File: src/rtl/sr_cmd_pkg.sv
// Shared types and helpers for the SR latch command generator.
package sr_cmd_pkg;

  typedef enum logic [1:0] {
    ST_IDLE,
    ST_SETUP,
    ST_PULSE,
    ST_HOLD
  } st_e;

  typedef enum logic [1:0] {
    CMD_NONE,
    CMD_SET,
    CMD_RESET
  } cmd_e;

  // Width of a counter that must hold values up to max_val.
  function automatic int unsigned cnt_width(input int unsigned max_val);
    return (max_val < 2) ? 1 : $clog2(max_val + 1);
  endfunction

endpackage

File: src/rtl/sr_debounce.sv
// Two-flop synchroniser plus counter debouncer with a one-cycle rising-edge pulse.
module sr_debounce
  import sr_cmd_pkg::*;
#(
  parameter int unsigned DEB_CYCLES = 4
) (
  input  logic clk,
  input  logic rst_n,
  input  logic raw,
  output logic level,
  output logic rise
);

  localparam int unsigned CW = cnt_width(DEB_CYCLES);

  logic          sync1_q;
  logic          sync2_q;
  logic          level_q;
  logic          rise_q;
  logic [CW-1:0] cnt_q;

  // Synchronise, then flip the level after DEB_CYCLES consecutive differing samples.
  always_ff @(posedge clk) begin
    if (!rst_n) begin
      sync1_q <= 1'b0;
      sync2_q <= 1'b0;
      level_q <= 1'b0;
      rise_q  <= 1'b0;
      cnt_q   <= '0;
    end else begin
      sync1_q <= raw;
      sync2_q <= sync1_q;
      rise_q  <= 1'b0;
      if (sync2_q == level_q) begin
        cnt_q <= '0;
      end else if (cnt_q == CW'(DEB_CYCLES - 1)) begin
        // This sample is the DEB_CYCLES-th in a row that differs.
        level_q <= ~level_q;
        rise_q  <= ~level_q;
        cnt_q   <= '0;
      end else begin
        cnt_q <= cnt_q + CW'(1);
      end
    end
  end

  assign level = level_q;
  assign rise  = rise_q;

endmodule

File: src/rtl/sr_cmd_gen.sv
// Turns debounced set/reset requests into safe gated-SR-latch write sequences.
module sr_cmd_gen
  import sr_cmd_pkg::*;
#(
  parameter int unsigned DEB_CYCLES = 4,
  parameter int unsigned PULSE_W    = 2
) (
  input  logic clk,
  input  logic rst_n,
  input  logic set_raw,
  input  logic reset_raw,
  output logic s,
  output logic r,
  output logic clock_pulse,
  output logic busy,
  output logic conflict
);

  localparam int unsigned PW = cnt_width(PULSE_W);

  logic set_level, set_rise, reset_level, reset_rise;
  logic set_req, reset_req;
  logic want_set, want_reset;

  st_e           state_q, state_d;
  cmd_e          cmd_q, cmd_d;
  logic [PW-1:0] pcnt_q, pcnt_d;
  logic          pend_set_q, pend_set_d;
  logic          pend_reset_q, pend_reset_d;
  logic          s_q, s_d, r_q, r_d, cp_q, cp_d, busy_q, busy_d, conflict_q, conflict_d;

  sr_debounce #(
    .DEB_CYCLES(DEB_CYCLES)
  ) u_deb_set (
    .clk  (clk),
    .rst_n(rst_n),
    .raw  (set_raw),
    .level(set_level),
    .rise (set_rise)
  );

  sr_debounce #(
    .DEB_CYCLES(DEB_CYCLES)
  ) u_deb_reset (
    .clk  (clk),
    .rst_n(rst_n),
    .raw  (reset_raw),
    .level(reset_level),
    .rise (reset_rise)
  );

  // A rise always coincides with the new high level; qualifying keeps requests level-true.
  assign set_req   = set_rise & set_level;
  assign reset_req = reset_rise & reset_level;

  assign want_set   = set_req | pend_set_q;
  assign want_reset = reset_req | pend_reset_q;

  // Next-state, pending capture and registered-output precompute.
  always_comb begin
    state_d      = state_q;
    cmd_d        = cmd_q;
    pcnt_d       = pcnt_q;
    pend_set_d   = pend_set_q | set_req;
    pend_reset_d = pend_reset_q | reset_req;
    conflict_d   = 1'b0;

    unique case (state_q)
      ST_IDLE: begin
        // Pendings and fresh requests are consumed together here.
        pend_set_d   = 1'b0;
        pend_reset_d = 1'b0;
        cmd_d        = CMD_NONE;
        if (want_set && want_reset) begin
          conflict_d = 1'b1;
        end else if (want_set) begin
          state_d = ST_SETUP;
          cmd_d   = CMD_SET;
        end else if (want_reset) begin
          state_d = ST_SETUP;
          cmd_d   = CMD_RESET;
        end
      end
      ST_SETUP: begin
        state_d = ST_PULSE;
        pcnt_d  = '0;
      end
      ST_PULSE: begin
        if (pcnt_q == PW'(PULSE_W - 1)) begin
          state_d = ST_HOLD;
        end else begin
          pcnt_d = pcnt_q + PW'(1);
        end
      end
      ST_HOLD: begin
        state_d = ST_IDLE;
      end
      default: begin
        state_d = ST_IDLE;
      end
    endcase

    busy_d = (state_d != ST_IDLE);
    s_d    = busy_d && (cmd_d == CMD_SET);
    r_d    = busy_d && (cmd_d == CMD_RESET);
    cp_d   = (state_d == ST_PULSE);
  end

  // State and output registers.
  always_ff @(posedge clk) begin
    if (!rst_n) begin
      state_q      <= ST_IDLE;
      cmd_q        <= CMD_NONE;
      pcnt_q       <= '0;
      pend_set_q   <= 1'b0;
      pend_reset_q <= 1'b0;
      s_q          <= 1'b0;
      r_q          <= 1'b0;
      cp_q         <= 1'b0;
      busy_q       <= 1'b0;
      conflict_q   <= 1'b0;
    end else begin
      state_q      <= state_d;
      cmd_q        <= cmd_d;
      pcnt_q       <= pcnt_d;
      pend_set_q   <= pend_set_d;
      pend_reset_q <= pend_reset_d;
      s_q          <= s_d;
      r_q          <= r_d;
      cp_q         <= cp_d;
      busy_q       <= busy_d;
      conflict_q   <= conflict_d;
    end
  end

  assign s           = s_q;
  assign r           = r_q;
  assign clock_pulse = cp_q;
  assign busy        = busy_q;
  assign conflict    = conflict_q;

endmodule

File: config.mk
export PLATFORM = sky130hd
export DESIGN_NAME = sr_cmd_gen
export DESIGN_NICKNAME = d
export VERILOG_FILES = /design/src/rtl/sr_cmd_pkg.sv /design/src/rtl/sr_debounce.sv /design/src/rtl/sr_cmd_gen.sv
export SDC_FILE = /design/constraint.sdc
export NUM_CORES = 1
export LEC_CHECK = 0
export CORE_MARGIN = 3
export CORE_UTILIZATION = 49
export DETAILED_ROUTE_END_ITERATION = 7
export GPL_TIMING_DRIVEN = 0
export PLACE_DENSITY = 0.76
export SLEW_MARGIN = 25
export SYNTH_ARGS = -nofsm -noshare
export SYNTH_HDL_FRONTEND = slang
export SYNTH_SLANG_ARGS = --single-unit
File: constraint.sdc
create_clock -name clk -period 1.3 [get_ports clk]
set_input_delay 0.195 -clock clk [delete_from_list [all_inputs] [get_ports clk]]
set_output_delay 0.195 -clock clk [all_outputs]
set_load 0.05 [all_outputs]
==> results.sh, run 1 <==
export IMPL_outcome="finished with violations"
export IMPL_hold_viol=0
export IMPL_worst_pin_slew_ns=0.360
export IMPL_wl_um=1770
export IMPL_hold_path_class="in2reg"
export IMPL_synth_area_um2=1080
export IMPL_fin_crit_sh_pct=101
export IMPL_drive_above_1_share_pct=35.8
export IMPL_synth_seq_cells=27
export IMPL_total_power_mw=2.22
export IMPL_fillers=165
export IMPL_holdBufCountCts=0
export IMPL_portBuffers=7
export IMPL_yosysTopAreaCell="dfxtp_1"
export IMPL_max_freq_mhz=763
export IMPL_grt_max_degree=16
export IMPL_grt_ovfl_total=0
export IMPL_worstPathArrival_ns=1.56
export IMPL_violations="setup timing"
export IMPL_cts_buffers=3
export IMPL_setup_tns_ns=-0.0123
export IMPL_grt_pass1_vias=735
export IMPL_diodes=0
export IMPL_synthArstFlopShare_pct=0
export IMPL_grt_pass1_wl_um=2960
export IMPL_gp_congestion=0.789
export IMPL_drv_cap=0
export IMPL_post_dp_hpwl_um=1190
export IMPL_area_growth_pct=22.5
export IMPL_holdWs_ns=0.187
export IMPL_synthTopCellsByArea="dfxtp_1, ha_1, nor2_1"
export IMPL_final_nets=134
export IMPL_clock_path_buffers=2
export IMPL_fin_crit_ns=1.31
export IMPL_dp_cells=141
export IMPL_crit_path_max_fanout=4
export IMPL_fin_skew_ns=0.00622
export IMPL_dr_total_vias=769
export IMPL_cts_tree="done"
export IMPL_synth_cell_type_count=30
export IMPL_first_iter_violations=12
export IMPL_synth_common_cells="dfxtp_1, nor2_1, inv_1, ha_1"
export IMPL_htree_num_levels=1
export IMPL_synthFlopType="dfxtp_1"
export IMPL_via_per_inst=5.23
export IMPL_cp_end_kind="flip-flop"
export IMPL_yosysSeqAreaShare_pct=50.2
export IMPL_die_w_um=52.9
export IMPL_dieArea_um2=2800
export IMPL_r2r_slack_ns=-0.01
export IMPL_clock_latency_ns=0.32
export IMPL_rsz0062_at_grt="yes"
export IMPL_syn_inst=107
export IMPL_ys_warn_count=0
export IMPL_syn_avg_cell_area_um2=10.1
export IMPL_dpl_worst_slack_ns=-0.204
export IMPL_layout_setup_ws_ns=-0.00990
export IMPL_ir_drop_mv=1.44
export IMPL_firstDrtPassIters=3
export IMPL_cts_root_buffer="clkbuf_4"
export IMPL_drt_wirelength_per_cell_um=12.0
export IMPL_place_area_um2=1180
export IMPL_syn_nets=120
export IMPL_power_density_nw_per_um2=1680
export IMPL_ant_nets=0
export IMPL_criticalPathCategory="reg2reg"
export IMPL_die_h_um=52.9
export IMPL_grt_usage_pct=14.9
export IMPL_pin_count=9
export IMPL_start_kind="flip-flop"
export IMPL_setup_viol=2
export IMPL_core_region_area_um2=2020
export IMPL_cp_required_ns=1.55
export IMPL_initial_core_util_pct=53.3
export IMPL_synth_top_area_share_pct=50.2
export IMPL_final_util_pct=65.3
export IMPL_slew_violations=0
export IMPL_cts_sinks=27
export IMPL_synth_edf_count=0
export IMPL_antenna_found_initial=0
export IMPL_layout_cells_non_filler=147
export IMPL_relSlewSlack_pct=75.9
export IMPL_yosysMostFrequentCell="dfxtp_1"
export IMPL_row_count=16
export IMPL_drc_errors=0
export IMPL_clk_pin_slew_worst_paths_ns=0.14
export IMPL_final_cell_area_um2=1320
export IMPL_p_leak_nw=0.494
[routing by layer]
layer,share of wire (%),up-vias,global-route usage [%]
met4,1.5,0,7.66
met5,0,-,0
li1,-,388,-
met3,2.7,4,3.38
met2,50,8,25.8
met1,45,369,16.9
[cells by family (layout without fill, tap and decap cells)]
kind of cell / count (synthesis) / in the layout / synth area share [%]
simple gates: 36 / 36 / 18.2
buf+inv: 12 / 25 / 4.53
xor+xnor: 3 / 3 / 2.44
compound gates: 18 / 18 / 12.3
mux: 2 / 2 / 1.86
fa+ha+maj: 9 / 9 / 10.5
flops: 27 / 27 / 50.2
[what timing repair did]
item / CTS / global route
cloned: 0 / 0
setup buffers: 1 / 1
gates resized for setup: 28 / 9
setup endpoints to repair: 16 / 13
pin swaps: 2 / 2
[critical path, cell delays in order (launching register included)]
cell and delay [ns]:
dfxtp_2 0.37, inv_2 0.07, ha_4 0.18, and2b_1 0.19
and2b_2 0.24, a211oi_2 0.20
[sequential cells by signal, indices dropped and copies added, names as in the netlist, 2 cells and up]
register,cells
u_deb_reset.cnt_q,3
pcnt_q,2
cmd_q,2
state_q,2
u_deb_set.cnt_q,3
[power breakdown]
| part | internal (mW) | leakage, nW | switching, mW |
|---|---|---|---|
| Combinational | 0.423 | 0.255 | 0.505 |
| Sequential | 0.903 | 0.221 | 0.0371 |
| Clock | 0.115 | 0.0177 | 0.235 |
[path summary, 6_finish.rpt]
check,from,endpoint,cells after the start
setup / recovery,state_q[0],r,5
setup reg to reg,state_q[0],r,5
hold / removal,rst_n,u_deb_set.sync2_q,2
hold reg to reg,u_deb_reset.cnt_q[0],u_deb_reset.cnt_q[0],1
[final cells by class]
class	count	area [um^2]	area share (%)
sequential	27	547	41.4
timing repair buffer	9	91.3	6.92
clock buffer	3	22.5	1.71
multi-input combinational	68	572	43.3
buffer	1	7.51	0.569
inverter	11	41.3	3.13
clock inverter	1	5.00	0.379
tap	27	33.8	2.56
[placed cells by master, fill, tap and decap left out, types with 2 or more instances in the layout]
master           count
nand3_1              2
dfxtp_2              5
nor2b_1              2
or3_4                2
inv_1                8
nand2b_1             3
clkdlybuf4s15_2      5
nor2_2               2
or2_2                3
a21oi_1              3
nor2_1              11
nand2_1              2
and2_1               4
buf_4                3
ha_1                 4
inv_2                3
a32oi_1              2
mux2i_1              2
a211oi_2             3
dfxtp_1             22
a31oi_1              2
clkbuf_4             3
ha_4                 2
xnor2_1              2
a21oi_2              2
clkdlybuf4s50_1      2
ha_2                 3
Power figures use the tool's default switching activity.
==> run 2: changes to the inputs <==
--- a/constraint.sdc
+++ b/constraint.sdc
@@ -3,2 +3,2 @@
 set_output_delay 0.195 -clock clk [all_outputs]
-set_load 0.05 [all_outputs]
+set_load 0.005 [all_outputs]
==> run 2 against run 1 <==
The run still ends with setup timing left. Combinational power is 6.3% lower. First-iteration DRC count stayed put. Non-clock buffer count is the same. Critical path type unchanged. Clock-buffer cell count did not move. Critical path depth did not move. Clock power is essentially flat. Largest power group unchanged. Die area unchanged. Global-route usage stayed put.
==> results.sh, run 2 (synthesis results as in run 1) <==
export IMPL_outcome="finished with violations"
export IMPL_violations="setup timing"
export IMPL_crit_chain="inv_2, ha_4, and2b_1, and2b_2, a211oi_2"
export IMPL_critPathMaxStageDelay_ns=0.37
export IMPL_rr_endpoint="r"
export IMPL_setup_viol=2
export IMPL_reg2reg_depth=5
export IMPL_pin_count=9
export IMPL_p_clk_share_pct=16.2
export IMPL_fin_crit_sh_pct=101
export IMPL_final_nets=134
export IMPL_clock_latency_ns=0.32
export IMPL_sw_frac_of_total_pct=33.6
export IMPL_layout_setup_ws_ns=-0.0130
export IMPL_core_region_area_um2=2020
export IMPL_wl_um=1770
export IMPL_min_path_cells=2
export IMPL_drv_cap=0
export IMPL_worst_pin_slew_ns=0.360
export IMPL_clock_path_buffers=2
export IMPL_p_leak_nw=0.514
export IMPL_p_switching_mw=0.725
export IMPL_relSlewSlack_pct=75.9
export IMPL_fin_skew_ns=0.00613
export IMPL_first_iter_violations=12
export IMPL_total_power_mw=2.16
export IMPL_criticalPathCategory="reg2reg"
export IMPL_cts_root_buffer="clkbuf_4"
export IMPL_rsz0062_at_grt="yes"
export IMPL_ir_drop_mv=1.44
export IMPL_portBuffers=7
export IMPL_fin_crit_ns=1.31
export IMPL_final_util_pct=64.7
export IMPL_ant_nets=0
export IMPL_gr_usage_met1_pct=16.9
export IMPL_final_cell_area_um2=1310
export IMPL_die_h_um=52.9
export IMPL_intPower_mw=1.44
export IMPL_row_count=16
export IMPL_hold_start="rst_n"
export IMPL_whs_endpoint="u_deb_set.sync2_q"
export IMPL_max_freq_mhz=762
export IMPL_drive_above_1_share_pct=31.7
export IMPL_cts_tree="done"
export IMPL_pwr_share_seq_pct=43.5
export IMPL_gp_congestion=0.789
export IMPL_final_cell_mix="dfxtp_1, nor2_1, inv_1"
export IMPL_crit_path_top_delay_cell="dfxtp_2"
export IMPL_power_density_nw_per_um2=1650
export IMPL_slew_violations=0
export IMPL_grt_pass1_vias=735
export IMPL_via_per_inst=5.23
export IMPL_area_growth_pct=21.4
export IMPL_grt_usage_pct=14.9
export IMPL_top_regs="u_deb_reset.cnt_q x3, u_deb_set.cnt_q x3"
export IMPL_cts_sinks=27
export IMPL_grt_max_degree=16
export IMPL_post_dp_hpwl_um=1190
export IMPL_start_kind="flip-flop"
export IMPL_cts_buffers=3
export IMPL_final_common_cell="dfxtp_1"
export IMPL_cp_required_ns=1.55
export IMPL_use_met2_pct=25.8
export IMPL_dieArea_um2=2800
export IMPL_die_w_um=52.9
export IMPL_grt_pass1_wl_um=2960
export IMPL_place_area_um2=1180
export IMPL_clk_pin_slew_worst_paths_ns=0.14
export IMPL_drc_errors=0
export IMPL_crit_family="simple AND/OR/NAND/NOR gates"
export IMPL_drt_wirelength_per_cell_um=12.0
export IMPL_grt_ovfl_total=0
export IMPL_firstDrtPassIters=3
export IMPL_r2r_start="state_q[0]"
export IMPL_busiest_layer="met2"
export IMPL_hold_viol=0
export IMPL_crit_path_max_fanout=4
export IMPL_dr_total_vias=769
export IMPL_setup_tns_ns=-0.0186
export IMPL_power_frac_comb_pct=40.3
export IMPL_worstPathArrival_ns=1.57
export IMPL_dpl_worst_slack_ns=-0.204
export IMPL_htree_num_levels=1
export IMPL_worst_path_buf_inv=1
export IMPL_hold_path_class="in2reg"
export IMPL_cp_end_kind="flip-flop"
export IMPL_diodes=0
export IMPL_grt_use_met3_pct=3.38
export IMPL_r2r_slack_ns=-0.01
export IMPL_antenna_found_initial=0
export IMPL_initial_core_util_pct=53.3
==> run 2: changes by cell type in the layout (fill, tap and decap cells not counted), sizes merged <==
cell / before / now
clkdlybuf4s15: 5 / 0
dlygate4sd2: 0 / 5
==> run 2: worst max-delay path by stage <==
stage,from,cells after the start,to,slack [ns]
2_1_floorplan,state_q[0],4,r,0.02
3_3_place_gp,state_q[0],5,s,-0.13
3_5_place_dp,state_q[0],5,s,-0.20
4_1_cts,u_deb_reset.cnt_q[0],4,u_deb_reset.cnt_q[2],0.004
5_1_grt,state_q[0],5,pcnt_q[0],-0.06
6_report,state_q[0],5,r,-0.01
==> run 2: routing by layer <==
metal / share of wire, % / vias to the layer above
li1: - / 388
met1: 45 / 369
met2: 50 / 8
met3: 2.7 / 4
met4: 1.5 / 0
met5: 0 / -
==> run 2: layout make-up <==
type | count | area, um^2
fill | 168 | 714
multi-input combinational | 68 | 572
sequential | 27 | 547
timing repair buffer | 9 | 78.8
inverter | 11 | 41.3
tap | 27 | 33.8
clock buffer | 3 | 22.5
buffer | 1 | 7.51
clock inverter | 1 | 5.00
==> run 2: metrics by stage <==
| stage | std cells | hold slack (ns) |
|---|---|---|
| floorplan | 107 | 0.322 |
| global placement | 141 | 0.407 |
| detailed placement | 141 | 0.414 |
| CTS | 146 | 0.183 |
| global route | 147 | 0.181 |
| finish | 147 | 0.187 |
==> run 2: repair_timing <==
item | CTS | global route
setup buffers | 1 | 1
pin swaps | 1 | 2
hold buffers | 0 | 0
gates resized for setup | 18 | 9
endpoints found under the setup margin | 16 | 13
==> run 2: power groups by stage <==
stage / Combinational [mW] / Clock, mW / Sequential, mW
6_report: 0.870 / 0.350 / 0.940
5_1_grt: 0.953 / 0.388 / 0.946
4_1_cts: 0.826 / 0.358 / 0.939
3_5_place_dp: 0.612 / 0 / 0.954
3_3_place_gp: 0.579 / 0 / 0.952
2_1_floorplan: 0.473 / 0 / 0.949
==> run 3: changes to the inputs <==
ABC_CLOCK_PERIOD_IN_PS = 1300   (was default)
CORE_MARGIN = default   (was 3)
REMOVE_ABC_BUFFERS = 1   (was default)
==> run 3 against run 2 <==
The run now ends clean. Clock-buffer cell count rose by 1. Clock skew rose by 0.0031 ns. First-iteration DRC count did not move. Routed wire length rose by 11%. Die area fell by 15%. Power rose by 6.2%. Sequential power rose by 2.3%. Flip-flop and latch count did not move. Critical path type unchanged. Highest routed layer unchanged.
==> results.sh, run 3 (synthesis results as in run 1) <==
export IMPL_dr_total_vias=789
export IMPL_power_density_nw_per_um2=1690
export IMPL_final_nets=136
export IMPL_die_h_um=48.9
export IMPL_antenna_found_initial=0
export IMPL_firstDrtPassIters=4
export IMPL_diodes=0
export IMPL_worst_pin_slew_ns=0.425
export IMPL_p_switching_mw=0.770
export IMPL_clock_latency_ns=0.32
export IMPL_cp_required_ns=1.56
export IMPL_pwr_share_seq_pct=41.9
export IMPL_grt_max_degree=15
export IMPL_core_region_area_um2=2020
export IMPL_crit_path_max_fanout=4
export IMPL_outcome="completed"
export IMPL_cts_sinks=27
export IMPL_row_count=16
export IMPL_worstPathArrival_ns=1.53
export IMPL_intPower_mw=1.53
export IMPL_power_frac_comb_pct=42.8
export IMPL_drv_cap=0
export IMPL_dieArea_um2=2390
export IMPL_fin_crit_ns=1.28
export IMPL_slew_violations=0
export IMPL_ir_drop_mv=1.13
export IMPL_hold_viol=0
export IMPL_grt_pass1_vias=750
export IMPL_hold_path_class="in2reg"
export IMPL_max_freq_mhz=783
export IMPL_cts_buffers=3
export IMPL_drc_errors=0
export IMPL_clk_pin_slew_worst_paths_ns=0.14
export IMPL_total_power_mw=2.30
export IMPL_pin_count=9
export IMPL_setup_viol=0
export IMPL_sw_frac_of_total_pct=33.6
export IMPL_final_common_cell="dfxtp_1"
export IMPL_start_kind="flip-flop"
export IMPL_final_cell_mix="dfxtp_1, nor2_1, inv_1"
export IMPL_area_growth_pct=25.8
export IMPL_min_path_cells=2
export IMPL_htree_num_levels=1
export IMPL_drive_above_1_share_pct=32.8
export IMPL_fin_crit_sh_pct=98.2
export IMPL_p_clk_share_pct=15.2
export IMPL_reg2reg_depth=5
export IMPL_clock_path_buffers=2
export IMPL_gp_congestion=0.752
export IMPL_layout_cells_non_filler=149
export IMPL_portBuffers=8
export IMPL_rsz0062_at_grt="yes"
export IMPL_post_dp_hpwl_um=1260
export IMPL_relSlewSlack_pct=71.6
export IMPL_cts_root_buffer="clkbuf_4"
export IMPL_drt_wirelength_per_cell_um=13.2
export IMPL_grt_usage_pct=16.0
export IMPL_dp_cells=141
export IMPL_die_w_um=48.9
export IMPL_initial_core_util_pct=53.3
export IMPL_wl_um=1970
export IMPL_ant_nets=0
export IMPL_criticalPathCategory="reg2reg"
export IMPL_cts_tree="done"
export IMPL_grt_pass1_wl_um=2910
export IMPL_cp_end_kind="flip-flop"
export IMPL_fin_skew_ns=0.00924
export IMPL_first_iter_violations=12
export IMPL_p_leak_nw=0.525
export IMPL_top_regs="u_deb_reset.cnt_q x3, u_deb_set.cnt_q x3"
export IMPL_grt_ovfl_total=0
export IMPL_via_per_inst=5.30
[run 3: path summary, 6_finish.rpt]
check                      endpoint               from  slack [ns]
hold / removal    u_deb_set.sync1_q            set_raw        0.44
setup reg to reg                  s         state_q[0]        0.02
setup / recovery                  s         state_q[0]        0.02
hold reg to reg   u_deb_set.sync2_q  u_deb_set.sync1_q        0.45
[run 3: final cells by class]
cell class | instances | area [um^2]
inverters | 11 | 46.3
repair buffers | 12 | 103
clock buffers | 4 | 26.3
fillers | 165 | 667
well taps | 27 | 33.8
multi-input cells | 68 | 597
flip-flops and latches | 27 | 549
[run 3: per-stage QoR]
step	area (um^2)	TNS (ns)	setup slack, ns	hold slack [ns]	util (%)
after floorplan	1070	-0.0133	-0.00667	0.317	-
after detailed placement	1180	-2.81	-0.382	0.414	58.5
after global routing	1360	-0.0320	-0.0246	0.444	67.0
after global placement	1180	-2.40	-0.331	0.406	58.5
after CTS	1240	-0.0326	-0.0219	0.426	61.2
final	1360	0	0.0230	0.443	67.0
[run 3: layer usage]
layer	vias to the layer above	GRT usage (%)	share of wire, %
met5	-	0	0
met4	0	4.41	1.3
met3	6	5.61	4.3
met2	20	31.3	51
met1	374	15.5	44
li1	389	-	-
[run 3: timing repair]
item,in CTS,in global routing
endpoints found under the setup margin,16,12
buffers inserted,1,3
gates resized for setup,14,22
hold buffers,0,0
pin swaps,0,3
[run 3: worst max-delay path: stages, from the launching register on]
cell and delay [ns]:
dfxtp_2 0.38, inv_4 0.06, ha_4 0.18, and2b_1 0.17, and2b_2 0.22, a211oi_2 0.21
[run 3: power groups by stage]
stage	Combinational [mW]	Clock (mW)	Sequential, mW
6_report	0.983	0.350	0.962
2_1_floorplan	0.464	0	0.949
3_5_place_dp	0.600	0	0.958
5_1_grt	1.06	0.388	0.969
4_1_cts	0.668	0.362	0.934
3_3_place_gp	0.570	0	0.953
